===== config.mk =====
export PLATFORM = sky130hd
export DESIGN_NAME = sipo
export DESIGN_NICKNAME = d
export VERILOG_FILES = /design/src/rtl/sipo.sv
export SDC_FILE = /design/constraint.sdc
export NUM_CORES = 1
export LEC_CHECK = 0
export CORE_MARGIN = 2
export CORE_UTILIZATION = 25
export DETAILED_ROUTE_END_ITERATION = 8
export GPL_ROUTABILITY_DRIVEN = 0
export PLACE_DENSITY = 0.52
export SETUP_SLACK_MARGIN = 0.3
export SLEW_MARGIN = 40
export SYNTH_ARGS = -nofsm -noshare
export SYNTH_HDL_FRONTEND = slang
export SYNTH_SLANG_ARGS = --single-unit

===== constraint.sdc =====
create_clock -name sclk_i -period 2.8 [get_ports sclk_i]
set_clock_uncertainty 0.15 [all_clocks]
set_input_delay 0.28 -clock sclk_i [delete_from_list [all_inputs] [get_ports sclk_i]]
set_output_delay 0.28 -clock sclk_i [all_outputs]
set_load 0.005 [all_outputs]

===== src/rtl/sipo.sv =====
// sipo: serial-in parallel-out deserializer feeding a DEPTH-entry valid/ready output FIFO.
// Define SIPO_PARITY_EN to append an even-parity bit to each frame and flag mismatches.
module sipo #(
    parameter int DATA_W    = 8,
    parameter int MSB_FIRST = 0,
    parameter int DEPTH     = 2
) (
    input  logic              sclk_i,
    input  logic              rst_n_i,
    input  logic              data_i,
    input  logic              valid_i,
    output logic              ready_o,
    output logic [DATA_W-1:0] data_o,
    output logic              valid_o,
    input  logic              ready_i,
    output logic              parity_err_o
);
`ifdef SIPO_PARITY_EN
    localparam int FL = DATA_W + 1;
`else
    localparam int FL = DATA_W;
`endif
    localparam int CW = $clog2(FL);
    localparam int AW = $clog2(DEPTH);
    localparam int PW = AW + 1;

    typedef enum logic [2:0] {
        S_IDLE  = 3'b001,
        S_SHIFT = 3'b010,
        S_WAIT  = 3'b100
    } state_t;

    state_t              state;
    logic [CW-1:0]       bit_cnt;
    logic [DATA_W-1:0]   shift_q;
    logic [DATA_W-1:0]   shift_nxt;
    logic [DATA_W-1:0]   push_word;
    logic [DATA_W-1:0]   mem [DEPTH];
    logic [PW-1:0]       rd_ptr;
    logic [PW-1:0]       wr_ptr;
    logic                accept;
    logic                last_bit;
    logic                full;
    logic                push;
    logic                pop;

    // Bit positions beyond the data word (the parity slot) leave the word untouched.
    function automatic logic [DATA_W-1:0] insert_bit(input logic [DATA_W-1:0] w,
                                                     input logic [CW-1:0]     idx,
                                                     input logic              b);
        logic [DATA_W-1:0] r;
        r = w;
        for (int i = 0; i < DATA_W; i++) begin
            if (idx == CW'(i)) r[(MSB_FIRST != 0) ? DATA_W - 1 - i : i] = b;
        end
        return r;
    endfunction

    assign ready_o   = (state != S_WAIT);
    assign accept    = valid_i && ready_o;
    assign last_bit  = accept && (bit_cnt == CW'(FL - 1));
    assign full      = (rd_ptr[AW] != wr_ptr[AW]) && (rd_ptr[AW-1:0] == wr_ptr[AW-1:0]);
    assign valid_o   = (rd_ptr != wr_ptr);
    assign pop       = valid_o && ready_i;
    assign shift_nxt = insert_bit(shift_q, bit_cnt, data_i);
    assign push_word = (state == S_WAIT) ? shift_q : shift_nxt;
    assign push      = !full && ((state == S_WAIT) || last_bit);
    assign data_o    = mem[rd_ptr[AW-1:0]];

    always_ff @(posedge sclk_i) begin
        if (accept) shift_q <= shift_nxt;
    end

    always_ff @(posedge sclk_i or negedge rst_n_i) begin
        if (!rst_n_i) begin
            state   <= S_IDLE;
            bit_cnt <= '0;
        end else begin
            case (state)
                S_IDLE: begin
                    if (accept) begin
                        bit_cnt <= CW'(1);
                        state   <= S_SHIFT;
                    end
                end
                S_SHIFT: begin
                    if (last_bit) begin
                        bit_cnt <= '0;
                        state   <= full ? S_WAIT : S_IDLE;
                    end else if (accept) begin
                        bit_cnt <= bit_cnt + CW'(1);
                    end
                end
                S_WAIT: begin
                    if (!full) state <= S_IDLE;
                end
                default: begin
                    state   <= S_IDLE;
                    bit_cnt <= '0;
                end
            endcase
        end
    end

    // Push decision uses the registered full flag, so a same-edge pop never bypasses.
    always_ff @(posedge sclk_i or negedge rst_n_i) begin
        if (!rst_n_i) begin
            for (int i = 0; i < DEPTH; i++) mem[i] <= '0;
            rd_ptr <= '0;
            wr_ptr <= '0;
        end else begin
            if (push) begin
                mem[wr_ptr[AW-1:0]] <= push_word;
                wr_ptr              <= wr_ptr + PW'(1);
            end
            if (pop) rd_ptr <= rd_ptr + PW'(1);
        end
    end

`ifdef SIPO_PARITY_EN
    logic par_mismatch;
    logic par_pend_q;

    assign par_mismatch = (^shift_q) != data_i;

    always_ff @(posedge sclk_i or negedge rst_n_i) begin
        if (!rst_n_i) begin
            par_pend_q   <= 1'b0;
            parity_err_o <= 1'b0;
        end else begin
            if (last_bit) par_pend_q <= par_mismatch;
            parity_err_o <= push && ((state == S_WAIT) ? par_pend_q : par_mismatch);
        end
    end
`else
    assign parity_err_o = 1'b0;
`endif

endmodule


==> impl_summary.md <==
Place
The post-place setup slack is 0.5922 ns. Detailed placement finished with a half-perimeter wire length of roughly 2400 µm. The count of buffers added on input and output ports is 14.

Clock tree
The number of buffers inserted by post-CTS setup repair is 0. The total clock buffers created by CTS is 5. The clock net in this run drives a total of 34 sinks.

The worst-skew pair later-pin latency is about 0.28 ns. The clock passes through at most 2 buffers. The total of hold buffers inserted after clock tree synthesis is 0. After clock tree synthesis, the clock-pin slew on the worst setup and hold paths is about 0.07 ns. Clock tree synthesis selected as its root buffer the cell sky130_fd_sc_hd__clkbuf_8. The number of H-tree branching levels is 2. The number of gates resized after CTS is 0. TritonCTS built the clock tree.

Logic synthesis
The post-synthesis register bit count is 34. The synthesized cell area is between 0.0015 and 0.002 mm². In the synthesized netlist, the number of instances is 154. For this run, the leading register cell type out of synthesis is sky130_fd_sc_hd__dfrtp_1. Yosys mapped a number of flops with a built-in enable equal to 8. The post-synthesis async set-or-reset flop share is between 70% and 80%. The number of warnings issued by yosys is 0. Averaged over all synthesized cells, the footprint is 11.49 µm². The net count after synthesis is about 170. Sequential cells were found to cover about half of the synthesized design area.

The cell taking the most area after synthesis is sky130_fd_sc_hd__dfrtp_1. The area share of the leading cell type in the synthesized netlist is a little over a third. After synthesis, the cell types taking the most area are sky130_fd_sc_hd__dfrtp_1 (35%), sky130_fd_sc_hd__mux2_2 (16%), sky130_fd_sc_hd__edfxtp_1 (14%). The number of unique standard cell types used by synthesis is 34.

Timing
Static timing analysis puts the maximum clock frequency at about 0.43 GHz. The count of endpoints failing hold in the final timing report is 0. After layout, the worst path uses between 80 and 90% of the clock period. Setup total negative slack on the finished layout was measured at 0 ns. Setup repair after global routing left no endpoint under its margin. The shortest period the worst path allows is 2.309 ns. The final worst-path setup slack is 0.4910 ns. The transition time at the pin with the least slew margin is around 0.61 ns.

The worst slew margin relative to its limit is 59.56%. The setup-violating endpoint count in the final report is 0. The final-report max-slew violation count is 0.

Critical path
The startpoint-to-endpoint class of the critical path is register to primary output. On the critical path, the stage with the largest delay is an instance of sky130_fd_sc_hd__dfrtp_1. For this run, the slowest stage of the critical path takes 0.73 ns.

STA puts the critical path data required time at about 2.4 ns. The signal on the critical path passes through mux2_2 -> clkdlybuf4s50_1. STA puts the critical path data arrival time at roughly 1.9 ns. The category of the worst setup path launch point is a register. The worst setup path is captured at a primary output. The largest driver fanout on the critical path is 13.

Detailed routing
The number of DRC markers in iteration 0 is 38. The number of nets still failing antenna checks after routing is 0. The total DRC errors in the routed layout is 0. The detailed router placed 1138 vias in this run. The mean number of vias per cell is around 4.2. The total wire length is 3436 µm. The routed length per placed instance is around 13 µm. The first detailed-routing pass took 4 iterations.

Final layout
The layout has 742 filler cells. The number of nets at the end of the flow is ~180. Compared with the post-synthesis result, the final layout area differs by 19.45%.

The repair_antennas step left the layout with diodes totalling 0. The ratio of cells with drive above 1 in the final layout is a little under a quarter. The sequential standard cell area is 892.1 µm². Summing all multi-input logic gate instances after layout gives a little over 800 µm².

Min path
The min-delay analysis places its worst path in the category input pin to asynchronous set/reset pin.

GRT
The total overflow left after global routing is 0. The total routing resource utilization after global routing is around a tenth. Entering global routing, the biggest net connects 27 pins. The global-route wire length before repair is between 6000 and 7000 µm. The via count of the first global-routing pass is 1188. The number of antenna violations at the first check in global routing is 0.

Outcome
The flow ran to the end, and the final reports show no timing, DRC or antenna violations.

Die
The cell row count is 30. The area inside the core boundary is roughly 0.0068 mm². The number of top-level pins is 16. From left edge to right edge, the die measures about 90 µm. The die covers 0.007766 mm². For this configuration, the core starts out at a cell density of 25.90%. The height of the die is just under 90 µm.

Power and ir drop
VDD sags by at most between 0.0002 and 0.0003 V. The share of total power dissipated in combinational logic is approximately 27%. The sequential cell fraction of total power is 47.1%.

The design draws 0.001470 W. The internal power of the cells totals between 0.001 and 0.0015 W. The analysis attributes to net switching a power of between 0.0004 and 0.0005 W. The clock network power share is between 20% and 30%. The power per standard cell area is around 700 mW/mm². The proportion of total power due to net switching is a little under a third. In this run the static leakage power is 0.8811 nW.

Flow run
Max-cap violations in this run came to 0.
## per-layer routing
metal | part of all wire, % | up-vias | global-route usage [%]
li1 | - | 570 | -
met1 | 49 | 546 | 13.73
met2 | 45 | 17 | 15.36
met3 | 4.2 | 5 | 2.922
met4 | 1.7 | 0 | 4.959
met5 | 0 | - | 0
## through the flow
| step | utilization, % | hold slack [ns] | cell area [µm²] | instances |
|---|---|---|---|---|
| detailed placement | 29.54 | 0.3161 | 2018 | 260 |
| global placement | 29.54 | 0.3109 | 2018 | 260 |
| floorplan | - | -0.1656 | 1769 | 154 |
| finish | 30.93 | 0.2182 | 2113 | 268 |
| global route | 30.93 | 0.2480 | 2113 | 268 |
| CTS | 30.93 | 0.2231 | 2113 | 268 |
## cells by family (layout without fill, tap and decap cells)
| logic type | Yosys count | count (layout) | synth area share, % |
|---|---|---|---|
| AND/OR/NAND/NOR | 37 | 37 | 10.82 |
| flip-flops | 34 | 34 | 50.42 |
| AO/OA/AOI/OAI | 25 | 25 | 8.558 |
| other | 1 | 1 | 0.2120 |
| buffers and inverters | 14 | 32 | 3.536 |
| multiplexers | 30 | 30 | 18.74 |
| adder cells (fa/ha/maj) | 6 | 6 | 4.243 |
| XOR/XNOR | 7 | 7 | 3.465 |
## registers in the layout, summed over array words and instances, names as in the netlist
register	count
mem	16
bit_cnt	3
rd_ptr	2
state	3
wr_ptr	2
shift_q	8
## final timing paths
check / slack [ns] / from / to / cells after the start
max reg2reg: 0.60 / bit_cnt[0]$_DFFE_PN0P_ / mem[13]$_DFFE_PN0P_ / 6
min reg2reg: 0.33 / mem[0]$_DFFE_PN0P_ / mem[0]$_DFFE_PN0P_ / 2
max: 0.49 / rd_ptr[0]$_DFFE_PN0P_ / data_o[4] / 2
max in group asynchronous: 1.99 / rst_n_i / state[0]$_DFFE_PN1P_ / 2
min: 0.22 / rst_n_i / state[1]$_DFFE_PN0P_ / 2
min in group sclk_i: 0.33 / mem[0]$_DFFE_PN0P_ / mem[0]$_DFFE_PN0P_ / 2
## power groups by stage
| stage | combinational, W | sequential [W] | clock (W) |
|---|---|---|---|
| floorplan | 0.000313 | 0.000626 | 0 |
| global placement | 0.000405 | 0.000699 | 0 |
| detailed placement | 0.000402 | 0.000705 | 0 |
| CTS | 0.000407 | 0.000695 | 0.000395 |
| global route | 0.000451 | 0.000711 | 0.000419 |
| finish | 0.000398 | 0.000692 | 0.000380 |
## placed cells by master (no fill, tap or decap), drive strengths merged, types with 2 or more instances in the layout
cell,netlist,routed
dfrtp,25,25
o22ai,2,2
edfxtp,8,8
nand2,19,19
a22o,2,2
mux2i,5,5
nand2b,3,3
buf,5,3
nor2,4,4
o221ai,2,2
xnor2,6,6
clkdlybuf4s50,0,14
a21oi,4,4
clkbuf,2,6
mux2,25,25
nor3b,2,2
inv,7,7
o211ai,2,2
o21ai,11,11
nand3,2,2
nand3b,3,3
ha,6,6
## worst max-delay path, delay by kind of cell, from the launching register on
kind | cells | cell delay [ns]
flops | 1 | 0.73
buf+inv | 1 | 0.45
mux | 1 | 0.42
## final cells by class
cell class / instances / share of cell area (%)
multi-input cells: 106 / 38.54
inverters: 7 / 1.362
well taps: 96 / 5.684
clock buffers: 6 / 3.908
clock inverters: 2 / 0.5921
repair buffers: 17 / 7.697
flip-flops and latches: 34 / 42.21
## synthesized netlist by cell type, drive strengths merged (3+ instances only)
cell type,count
nand2,19
nand3b,3
inv,7
mux2i,5
ha,6
nor2,4
edfxtp,8
dfrtp,25
nand2b,3
buf,5
o21ai,11
a21oi,4
xnor2,6
mux2,25
(Power assumes the default switching activity.)
